$ cat src/rtl/keypad_cmd_encoder_if.sv
// keypad_cmd_encoder_if: keypad matrix lines plus command output bundle
interface keypad_cmd_encoder_if;
  logic [3:0] rows;
  logic [3:0] cols;
  logic [3:0] cmd;
  logic       cmd_valid;
  logic       key_held;
  modport master (input rows, output cols, cmd, cmd_valid, key_held);
  modport slave (output rows, input cols, cmd, cmd_valid, key_held);
endinterface

$ cat src/rtl/keypad_cmd_encoder.sv
// keypad_cmd_encoder: scans a 4x4 keypad, debounces press/release, emits one cmd strobe per key
module keypad_cmd_encoder #(
  parameter int SCAN_DIV        = 16,
  parameter int DEBOUNCE_CYCLES = 1000
) (
  input logic                     clock,
  input logic                     reset,
  keypad_cmd_encoder_if.master    kp
);
  localparam int DW  = $clog2(SCAN_DIV);
  localparam int DBW = $clog2(DEBOUNCE_CYCLES);
  localparam logic [DW-1:0]  DWELL_LAST = DW'(SCAN_DIV - 1);
  localparam logic [DBW-1:0] DB_LAST    = DBW'(DEBOUNCE_CYCLES - 1);
  localparam logic [1:0] SCAN = 2'd0, DEBOUNCE = 2'd1, HELD = 2'd2, RELEASE = 2'd3;
  logic [1:0]     state;
  logic [3:0]     sync1, rows_s, row_pat;
  logic [1:0]     col_idx, row_idx, row_low;
  logic [DW-1:0]  dwell;
  logic [DBW-1:0] dbc;
  logic           one_low;
  assign kp.cols = ~(4'b0001 << col_idx);
  assign one_low = $onehot(~rows_s);
  always_comb row_low = !rows_s[0] ? 2'd0 : !rows_s[1] ? 2'd1 : !rows_s[2] ? 2'd2 : 2'd3;
  always_ff @(posedge clock or posedge reset) begin
    if (reset) begin
      sync1        <= 4'hF;
      rows_s       <= 4'hF;
      state        <= SCAN;
      col_idx      <= 2'd0;
      row_idx      <= 2'd0;
      row_pat      <= 4'hF;
      dwell        <= '0;
      dbc          <= '0;
      kp.cmd       <= 4'h0;
      kp.cmd_valid <= 1'b0;
      kp.key_held  <= 1'b0;
    end else begin
      sync1        <= kp.rows;
      rows_s       <= sync1;
      kp.cmd_valid <= 1'b0;
      case (state)
        SCAN: begin
          dwell <= (dwell == DWELL_LAST) ? '0 : dwell + 1'b1;
          if (dwell == DWELL_LAST) begin
            // a press seen on the last dwell cycle keeps the column frozen
            if (one_low) begin
              row_idx <= row_low;
              row_pat <= rows_s;
              dbc     <= '0;
              state   <= DEBOUNCE;
            end else col_idx <= col_idx + 1'b1;
          end
        end
        DEBOUNCE: begin
          if (rows_s != row_pat) begin
            col_idx <= col_idx + 1'b1;
            dwell   <= '0;
            state   <= SCAN;
          end else if (dbc == DB_LAST) begin
            kp.cmd       <= {row_idx, col_idx};
            kp.cmd_valid <= 1'b1;
            kp.key_held  <= 1'b1;
            state        <= HELD;
          end else dbc <= dbc + 1'b1;
        end
        HELD: begin
          if (rows_s == 4'hF) begin
            dbc   <= '0;
            state <= RELEASE;
          end
        end
        default: begin
          if (rows_s != 4'hF) state <= HELD;
          else if (dbc == DB_LAST) begin
            kp.key_held <= 1'b0;
            col_idx     <= col_idx + 1'b1;
            dwell       <= '0;
            state       <= SCAN;
          end else dbc <= dbc + 1'b1;
        end
      endcase
    end
  end
endmodule

$ cat src/flat_wrapper.sv
// flat-port wrapper written by rule: the top's interface ports become plain ports
module keypad_cmd_encoder_flat 
#(
  parameter int SCAN_DIV        = 16,
  parameter int DEBOUNCE_CYCLES = 1000
)
  (clock, reset, kp_rows, kp_cols, kp_cmd, kp_cmd_valid, kp_key_held);
  keypad_cmd_encoder_if kp_i ();
  input logic clock;
  input logic reset;
  input wire logic [$bits(kp_i.rows)-1:0] kp_rows;
  output wire logic [$bits(kp_i.cols)-1:0] kp_cols;
  output wire logic [$bits(kp_i.cmd)-1:0] kp_cmd;
  output wire logic [$bits(kp_i.cmd_valid)-1:0] kp_cmd_valid;
  output wire logic [$bits(kp_i.key_held)-1:0] kp_key_held;
  assign kp_i.rows = kp_rows;
  assign kp_cols = kp_i.cols;
  assign kp_cmd = kp_i.cmd;
  assign kp_cmd_valid = kp_i.cmd_valid;
  assign kp_key_held = kp_i.key_held;
  keypad_cmd_encoder #(.SCAN_DIV(SCAN_DIV), .DEBOUNCE_CYCLES(DEBOUNCE_CYCLES)) u_core (.clock(clock), .reset(reset), .kp(kp_i));
endmodule
$ cat config.mk
export PLATFORM = sky130hd
export DESIGN_NAME = keypad_cmd_encoder_flat
export DESIGN_NICKNAME = d
export VERILOG_FILES = /design/src/rtl/keypad_cmd_encoder_if.sv /design/src/rtl/keypad_cmd_encoder.sv /design/src/flat_wrapper.sv
export SDC_FILE = /design/constraint.sdc
export NUM_CORES = 1
export LEC_CHECK = 0
export ABC_CLOCK_PERIOD_IN_PS = 3950
export BUFFER_PORTS_ARGS = -buffer_cell sky130_fd_sc_hd__buf_2
export CORE_ASPECT_RATIO = 1.4
export CORE_MARGIN = 5
export CORE_UTILIZATION = 40
export DETAILED_ROUTE_END_ITERATION = 7
export PLACE_DENSITY = 0.57
export SLEW_MARGIN = 10
export SYNTH_ARGS = -nofsm -noshare
export SYNTH_HDL_FRONTEND = slang
export SYNTH_SLANG_ARGS = --single-unit
$ cat constraint.sdc
create_clock -name clock -period 3.95 [get_ports clock]
set_clock_uncertainty 0.15 [all_clocks]
set_input_delay 0.79 -clock clock [delete_from_list [all_inputs] [get_ports clock]]
set_output_delay 0.79 -clock clock [all_outputs]
set_load 0.1 [all_outputs]
Word-level counts from Yosys, hierarchy flattened
Cells that the tools add are included.
{"block": "classes", "shift": 1, "n_reduce_logical": 11, "mux": 37, "addsub": 6, "n_eq_ne": 18, "bitwise": 5}
{"cell": "$mux 10", "count": 6}
{"cell": "$pmux 10 s3", "count": 1}
{"cell": "$mux 2", "count": 14}
{"cell": "$mux 4", "count": 4}
{"cell": "$pmux 2 s3", "count": 2}
{"cell": "$pmux 4 s3", "count": 1}
{"cell": "$add 10x1->10 const B", "count": 1}
{"cell": "$eq 10x10->1 const B", "count": 1}
{"cell": "$reduce_and 5->1", "count": 2}
{"cell": "$eq 4x4->1 const B", "count": 2}
{"cell": "$mux 1", "count": 8}
{"cell": "$ne 2x1->1 const B", "count": 4}
{"cell": "$ne 4x4->1 const B", "count": 2}
{"cell": "$not 4->4", "count": 2}
{"cell": "$reduce_and 4->1", "count": 2}
{"cell": "$ne 2x2->1 const B", "count": 3}
{"cell": "$reduce_and 3->1", "count": 2}
{"cell": "$reduce_and 6->1", "count": 1}
{"cell": "$reduce_bool 5->1", "count": 1}
{"cell": "$add 1x1->2", "count": 2}
{"cell": "$add 4x1->4 const B", "count": 1}
{"cell": "$ne 4x4->1", "count": 1}
{"cell": "$shl 1x2->4 const A", "count": 1}
{"cell": "$add 3x3->3", "count": 1}
{"cell": "11 further kinds", "count": 13}
{"block": "word_totals", "wordCells": 89, "ff_bits": 38, "in_bits": 6, "out_inout_bits": 10}

Longest topological paths before layout
Gate-level depths: netlist (run 1).
{"block": "depth", "word_depth": 7, "mapped_depth": 10, "mapped_depth_nobuf": 9}

Worst setup path before layout (run 1)
No wires, ideal clock.
{"block": "synth_path", "path_kind": "flip-flop to flip-flop", "from": "reg u_core.rows_s[0]", "to": "reg u_core.dbc[1]", "arrival_ns": 2.615, "required_time_ns": 3.658, "synth_period_minus_slack_ns": 2.908, "path_slack_ns": 1.042, "path_buffers": 0, "path_stages_with_launch": 10, "setup_ns": 0.142, "path_cell_list": "dfstp_2 -> inv_1 -> ha_1 -> ha_1 -> fa_1 -> or3b_2 -> nor2_1 -> a21boi_0 -> o21ai_0 -> o22ai_1"}
{"block": "synth_between", "elab_chain_cells": 6, "elab_cells_between_ends": 12, "classes_between": "add/sub (2); eq/ne (8); bitwise (1); reduce/logical (1)"}
{"item": "start: declaration", "line": "keypad_cmd_encoder.sv:16", "source": "logic [3:0] sync1, rows_s, row_pat;"}
{"item": "start signal: assignment", "line": "keypad_cmd_encoder.sv:39", "source": "rows_s <= sync1;"}
{"item": "$not 4->4", "line": "keypad_cmd_encoder.sv:22", "source": "assign one_low = $onehot(~rows_s);"}
{"item": "$add 1x1->2 (implied by the code)", "line": "keypad_cmd_encoder.sv:22"}
{"item": "$add 3x3->3 (implied by the code)", "line": "keypad_cmd_encoder.sv:22"}
{"item": "$eq 3x1->1", "line": "keypad_cmd_encoder.sv:22"}
{"item": "$ne 2x1->1 (no source line)"}
{"item": "$reduce_and 5->1 (no source line) *"}
{"item": "end signal: assignment", "line": "keypad_cmd_encoder.sv:64", "source": "end else dbc <= dbc + 1'b1;"}
{"item": "end signal: assignment", "line": "keypad_cmd_encoder.sv:79", "source": "end else dbc <= dbc + 1'b1;"}
{"item": "end: declaration", "line": "keypad_cmd_encoder.sv:19", "source": "logic [DBW-1:0] dbc;"}
Every way passes the cells marked *; elsewhere a longest branch is shown, timed or not.
A chain may end at the register's enable or synchronous reset.

Worst setup path after layout (run 1)
Ends and elaborated chain as after synthesis.

==> impl_metrics.toml, run 1 <==
[yosys]
synthCells = 187
synthArstFlopShare_pct = 100
netlist.area_leader.share_pct = 33.7
synth.area.top_cells = "dfrtp_1, dfstp_2, ha_1, nand3_1, nand2_1"
synth_most_common_cell = "dfrtp_1"
synth_area_sq_um = 1930
ys_seq_area_share_pct = 50.1
ys_ff_latch = 38
yosysUniqueCellTypes = 44
synth_nets = 205
avgSynthCellArea_sq_um = 10.3
synth-main-ff-cell = "dfrtp_1"
netlist.top_cell.by_area = "dfrtp_1"
synth_top_cells_by_count = "dfrtp_1, nand2_1, inv_1, nand3_1, o21ai_0"
synth_edf_count = 0
yosysWarnings = 0

[floorplan]
initial_core_util_pct = 40.4
die_x_microns = 68.7
rows = 30
dieHeight_microns = 92.2
io_pins = 16
dieArea_sq_um = 6330
core_area_sq_um = 4770

[sta]
max_freq_ghz = 0.315
grt_setup_unrepaired = "false"
setup_viol_count_final = 0
timing.slew.headroom_pct = 52.6
worst_slack_ns = 0.771
hold_viol = 0
layout_min_cycle_time_ns = 3.18
min_period_over_period_pct = 80.5
setup-tns-final_ns = 0
drv_slew = 0
worst_pin_slew_ns = 0.711

[pwr]
clkPwrFrac_pct = 23.1
p_seq_share_pct = 44.7
p_per_area_nw_per_um2 = 549
power_frac_comb_pct = 32.3
intPower_mw = 0.724
netSwitchingPower_mw = 0.464
leakagePower_nw = 0.979
ir_drop_mv = 0.185
p_sw_share_pct = 39.0

[grt]
grt_pass1_wl_microns = 6120
grtUsageTotal_pct = 12.6
antenna_found_initial = 0
grt_max_degree = 39
grt_pass1_vias = 1407
overflow = 0

[place]
gp_congestion = 0.753
dpl_cell_area_sq_um = 2070
placed_cells = 262
place_hpwl_microns = 2690
place_ws_ns = 0.819
port_buffers = 15

[routing]
wl_per_cell_microns = 13.2
routed-via-count = 1389
routed_wl_microns = 3570
drc = 0
dr.pass1.iters = 4
drt_iter0_markers = 66
vias_per_cell = 5.14
ant_nets = 0

[worst_hold_path]
hp-class = "register to register"

[clock_tree]
clk_latency_ns = 0.29
postCtsSetupBuffers = 0
root_buffer = "clkbuf_8"
clkTransAtPathRegs_ns = 0.07
htree_levels = 2
cts_tree = "done"
cts_resized = 0
cts.sinks = 38
cts_buffers = 5
postCtsHoldBufs = 0
clockBufferDepth = 2

[finish]
diodes = 0
finalNetCount = 223
final_util_pct = 45.4
final_layout_size_suffix_gt1_share_pct = 22.3
stdcell_count = 270
areaGrowthSynthToFinish_pct = 12.3
fin_area_sq_um = 2160

[setup_path]
criticalPathCategory = "register to register"
required_ns = 3.94
critical_path_arrival_ns = 3.17
cp-start-kind = "register"
endpoint_kind = "register"
cp_max_fo = 4

[outcome]
status = "finished, final reports clean"

[flow_run]
drv_cap = 0
logic make-up (layout without fill, tap and decap cells):
group | after synthesis | count (layout) | share of synthesized area (%)
xor gates and xnor gates | 6 | 6 | 2.73
muxes | 6 | 6 | 3.44
DFF | 38 | 38 | 50.1
adders and majority gates | 12 | 12 | 8.18
AOI/OAI and AO/OA | 36 | 36 | 12.5
and+or+nand+nor | 67 | 67 | 18.8
buffers and inverters | 22 | 41 | 4.35
worst max-delay path, stage by stage, from the launching register on:
cell,delay [ns]
dfstp_2,0.56
inv_1,0.06
ha_1,0.29
ha_1,0.21
fa_1,0.43
or3b_2,0.50
nor2_1,0.13
a21boi_0,0.16
o21ai_0,0.38
o22ai_1,0.15
flip-flops by register name (all words and copies together) (netlist names):
register             flops
u_core.col_idx           2
u_core.dbc              10
u_core.dwell             4
u_core.kp.cmd            4
u_core.kp.cmd_valid      1
u_core.kp.key_held       1
u_core.row_idx           2
u_core.row_pat           4
u_core.rows_s            4
u_core.state             2
u_core.sync1             4
stage by stage:
stage / hold slack [ns] / total power [mW]
floorplan: 0.195 / 0.853
global placement: 0.197 / 0.910
detailed placement: 0.197 / 0.926
CTS: 0.207 / 1.21
global route: 0.210 / 1.26
finish: 0.206 / 1.19
final timing paths:
kind	depth (start not counted)	start	end	slack [ns]
setup / recovery	9	u_core.rows_s[0]	u_core.dbc[1]	0.77
min in group asynchronous	3	reset	u_core.state[0]	0.45
setup reg to reg	9	u_core.rows_s[0]	u_core.dbc[1]	0.77
max in group asynchronous	3	reset	u_core.row_pat[0]	2.86
hold / removal	0	u_core.sync1[0]	u_core.rows_s[0]	0.21
hold reg to reg	0	u_core.sync1[0]	u_core.rows_s[0]	0.21
placed cells by master, fill, tap and decap left out, drive strengths merged, types with 6 or more instances in the layout:
cell type / synthesis / routed
inv: 17 / 18
o21ai: 13 / 13
buf: 1 / 16
dfrtp: 26 / 26
nand3: 17 / 17
nor2: 6 / 6
dfstp: 12 / 12
clkbuf: 4 / 6
nand2: 22 / 22
ha: 11 / 11
layer usage:
metal  part of all wire [%]  up-vias  wire length (microns)  global-route usage [%]
li1                       -      686                      -                       -
met5                      0        -                      0                       0
met2                     54       20                   1940                    21.9
met3                    3.6        6                    130                    3.31
met1                     40      677                   1420                    13.3
met4                    2.0        0                     71                    6.47
power groups by stage:
| stage | clock, mW | combinational (mW) | sequential, mW |
|---|---|---|---|
| global placement | 0 | 0.376 | 0.534 |
| detailed placement | 0 | 0.385 | 0.540 |
| floorplan | 0 | 0.333 | 0.520 |
| CTS | 0.288 | 0.388 | 0.533 |
| global route | 0.302 | 0.421 | 0.541 |
| finish | 0.274 | 0.383 | 0.531 |
layout make-up:
cell class              instances  area (sq um)
well taps                      64          80.1
clock buffers                   6          82.6
fillers                       483          2600
inverters                      17          63.8
flip-flops and latches         38           966
multi-input cells             127           878
clock inverters                 2          11.3
repair buffers                 16          82.6
(Power assumes the default switching activity.)
==> run 2: changes to the inputs <==
Settings changed: ABC_CLOCK_PERIOD_IN_PS 3950 to 3200.
Clock period 3.95 ns to 3.2 ns, I/O delays scaled along.
==> impl_metrics.toml, run 2 (synthesis gave the netlist of run 1 again) <==
[routing]
routed-via-count = 1385
vias_per_cell = 5.09
drt_iter0_markers = 64
routed_wl_microns = 3670
ant_nets = 0
drc = 0
wl_per_cell_microns = 13.5
dr.pass1.iters = 4

[setup_path]
cp_top_family = "adder cells"
cp-start-kind = "register"
crit_slowest_cell = "dfstp_2"
path_buf_inv = 1
worstPathCellList = "inv_1 -> ha_1 -> ha_1 -> fa_1 -> or3b_2 -> nor2_2 -> a21boi_1 -> o21ai_2 -> mux2i_1"
required_ns = 3.18
cpMostUsedCell = "ha_1"
cp_max_fo = 4
critical_path_arrival_ns = 2.96
max_stage_delay_ns = 0.56
criticalPathCategory = "register to register"
endpoint_kind = "register"

[finish]
final_common_cell = "dfrtp_1"
final_util_pct = 45.9
fill_cells = 443
final_cell_mix = "dfrtp_1, nand2_1, nand3_1, inv_1, buf_2"
largest_reg_flops = 10
regMostFlops = "u_core.dbc"
final_layout_size_suffix_gt1_share_pct = 24.5
diodes = 0
areaGrowthSynthToFinish_pct = 13.6
finalNetCount = 225

[worst_hold_path]
hp-class = "register to register"

[grt]
grt_pass1_vias = 1376
grt_pass1_wl_microns = 6360
grt_max_degree = 39
antenna_found_initial = 0
overflow = 0
grtUsageTotal_pct = 13.1

[outcome]
status = "finished, final reports clean"

[pwr]
p_per_area_nw_per_um2 = 679
ir_drop_mv = 0.199
leakagePower_nw = 0.987

[sta]
setup-tns-final_ns = 0
hold_viol = 0
max_freq_ghz = 0.335
setup_viol_count_final = 0
worst_pin_slew_ns = 0.769
drv_slew = 0
min_period_over_period_pct = 93.2
grt_setup_unrepaired = "false"
timing.slew.headroom_pct = 48.7
layout_min_cycle_time_ns = 2.98

[clock_tree]
cts.sinks = 38
root_buffer = "clkbuf_8"
clockBufferDepth = 2
clkTransAtPathRegs_ns = 0.07
htree_levels = 2
cts_buffers = 5
cts_tree = "done"
clk_latency_ns = 0.29

[floorplan]
rows = 30
dieHeight_microns = 92.2
die_x_microns = 68.7
core_area_sq_um = 4770
io_pins = 16
initial_core_util_pct = 40.4
dieArea_sq_um = 6330

[place]
gp_congestion = 0.770
port_buffers = 15
place_hpwl_microns = 2680

[flow_run]
drv_cap = 0
==> run 2: changes by cell type in the layout (fill, tap and decap cells not counted) <==
cell,previous run,this run
buf_4,1,3
a21boi_1,0,1
clkinvlp_4,0,1
nor2_2,0,1
a21boi_0,1,0
o21ai_0,13,12
nand2_2,0,1
nand2_1,22,21
nor2_1,6,5
inv_4,1,0
o21ai_2,0,1
==> run 2: worst paths after layout <==
kind | from | end | slack (ns) | depth (start not counted)
worst min-delay path | u_core.sync1[1] | u_core.rows_s[1] | 0.21 | 0
max in group asynchronous | reset | u_core.row_pat[1] | 2.25 | 3
worst max register to register | u_core.rows_s[0] | u_core.dbc[0] | 0.22 | 9
worst max-delay path | u_core.rows_s[0] | u_core.dbc[0] | 0.22 | 9
worst min register to register | u_core.sync1[1] | u_core.rows_s[1] | 0.21 | 0
min in group asynchronous | reset | u_core.dbc[5] | 0.30 | 3
==> run 2: layer usage <==
metal,vias up,global-route usage [%],part of all wire [%]
met2,28,20.6,53
met4,0,6.47,1.4
met5,-,0,0
met3,6,2.94,3.9
li1,692,-,-
met1,659,16.4,42
==> run 2: through the flow <==
step	setup slack (ns)	hold WS (ns)	instance area (sq um)	instances	total power, mW
after floorplan	0.292	0.195	1930	187	1.05
after global placement	0.139	0.197	2080	263	1.12
after detailed placement	0.0524	0.197	2080	263	1.15
after CTS	0.0215	0.208	2170	271	1.50
after global routing	0.0209	0.212	2190	272	1.58
final	0.219	0.207	2190	272	1.49
==> run 2: area by class of cell <==
cell class,count,area (sq um),share of cell area [%]
clock inverters,2,12.5,0.571
multi-input cells,127,887,40.5
inverters,17,63.8,2.91
repair buffers,18,97.6,4.46
clock buffers,6,82.6,3.77
well taps,64,80.1,3.66
flip-flops and latches,38,966,44.1
==> run 2: report_power, final <==
part | switching, mW | leakage [nW] | internal [mW] | total [mW]
Sequential | 0.0800 | 0.474 | 0.579 | 0.659
Combinational | 0.341 | 0.466 | 0.146 | 0.487
Clock | 0.168 | 0.0472 | 0.173 | 0.341
==> run 2: what timing repair did <==
action	CTS	global route
setup buffers	0	1
hold buffers	0	0
resized for setup	0	5
setup endpoints to repair	0	6
endpoints found under the hold margin	0	0
==> run 3: changes to the inputs <==
Settings changed: CORE_ASPECT_RATIO 1.4 to 0.5.
==> impl_metrics.toml, run 3 (synthesis gave the netlist of run 1 again) <==
[outcome]
status = "finished, final reports clean"

[sta]
hold_viol = 0
worst_pin_slew_ns = 0.735
setup_viol_count_final = 0
drv_slew = 0
grt_setup_unrepaired = "false"
layout_min_cycle_time_ns = 3.01
min_period_over_period_pct = 94.2
timing.slew.headroom_pct = 51.0
max_freq_ghz = 0.332
setup-tns-final_ns = 0

[floorplan]
die_x_microns = 108
io_pins = 16
dieHeight_microns = 59.1
rows = 17
core_area_sq_um = 4530
initial_core_util_pct = 42.6
dieArea_sq_um = 6390

[grt]
overflow = 0
grt_pass1_vias = 1386
grt_pass1_wl_microns = 6270
met1_usage_pct = 16.8
grt.busiest_layer = "met2"
grt_max_degree = 39
antenna_found_initial = 0
grtUsageMet2_pct = 19.0
grtUsageMet3_pct = 3.59
grtUsageTotal_pct = 12.5

[setup_path]
cpMostUsedCell = "ha_1"
startpoint = "u_core.rows_s[2]"
max_stage_delay_ns = 0.57
cp-start-kind = "register"
criticalPathCategory = "register to register"
required_ns = 3.21
worstPathCellList = "inv_1 -> ha_1 -> ha_1 -> fa_1 -> or3b_2 -> nor2_1 -> a21boi_0 -> buf_4 -> o211ai_1 -> nand3_1"
cp_max_fo = 4
crit_slowest_cell = "dfstp_2"
critical_path_arrival_ns = 3.03
rr_startpoint = "u_core.rows_s[2]"
endpoint_kind = "register"

[pwr]
ir_drop_mv = 0.375
leakagePower_nw = 0.983
p_per_area_nw_per_um2 = 673

[clock_tree]
cts_tree = "done"
postCtsSetupBuffers = 0
clk_latency_ns = 0.29
cts.sinks = 38
htree_levels = 2
clockBufferDepth = 2
root_buffer = "clkbuf_8"
cts_buffers = 5
clkTransAtPathRegs_ns = 0.07

[routing]
routed-via-count = 1359
ant_nets = 0
drt_iter0_markers = 43
dr.pass1.iters = 4
routed_wl_microns = 3490
drc = 0
wl_per_cell_microns = 12.7
vias_per_cell = 4.96

[worst_hold_path]
hold_start = "u_core.sync1[2]"
hp-class = "register to register"

[finish]
finalNetCount = 225
largest_reg_flops = 10
diodes = 0
final_cell_mix = "dfrtp_1, nand2_1, nand3_1, inv_1, buf_2"
areaGrowthSynthToFinish_pct = 13.0
regMostFlops = "u_core.dbc"
final_common_cell = "dfrtp_1"
stdcell_count = 274
final_util_pct = 48.1
final_layout_size_suffix_gt1_share_pct = 22.1

[flow_run]
drv_cap = 0

[place]
gp_congestion = 0.772
place_hpwl_microns = 2520
placed_cells = 266
port_buffers = 15
[run 3: final cells by class]
type,instances,area [sq um]
fill,430,2350
clock buffer,8,90.1
multi-input combinational,127,878
inverter,17,63.8
timing repair buffer,18,97.6
sequential,38,966
tap,66,82.6
[run 3: path summary, 6_finish.rpt]
path,end,slack (ns),cells after the start
setup reg to reg,u_core.dbc[2],0.19,10
hold / removal,u_core.rows_s[2],0.21,0
min in group asynchronous,u_core.dbc[1],0.30,3
max in group asynchronous,u_core.row_pat[0],2.23,3
hold reg to reg,u_core.rows_s[2],0.21,0
setup / recovery,u_core.dbc[2],0.19,10
[run 3: metal layers]
| metal | wire (microns) | vias up |
|---|---|---|
| met5 | 0 | - |
| met4 | 44 | 0 |
| met3 | 128 | 5 |
| met2 | 1540 | 17 |
| met1 | 1770 | 645 |
| li1 | - | 692 |
[run 3: what timing repair did]
item                       4_1_cts  5_1_grt
gates resized for setup          0        1
hold buffers                     0        0
setup endpoints to repair        0        2
[run 3: worst max-delay path: cells and delay by family, from the launching register on]
| family | cells | cell delay [ns] |
|---|---|---|
| AOI/OAI and AO/OA | 2 | 0.30 |
| adders and majority gates | 3 | 0.91 |
| buffers and inverters | 2 | 0.23 |
| DFF | 1 | 0.57 |
| and+or+nand+nor | 3 | 0.73 |
[run 3: through the flow]
step / hold WS (ns) / instance area, sq um / worst slack (ns) / power, mW
after detailed placement: 0.202 / 2090 / 0.188 / 1.14
after global placement: 0.196 / 2090 / 0.222 / 1.13
after CTS: 0.212 / 2180 / 0.174 / 1.49
after floorplan: 0.195 / 1930 / 0.292 / 1.05
final: 0.211 / 2180 / 0.186 / 1.47
after global routing: 0.212 / 2180 / 0.0379 / 1.58
[run 3: power breakdown]
group / internal (mW) / switching [mW]
Clock: 0.176 / 0.162
Sequential: 0.579 / 0.0769
Combinational: 0.144 / 0.328
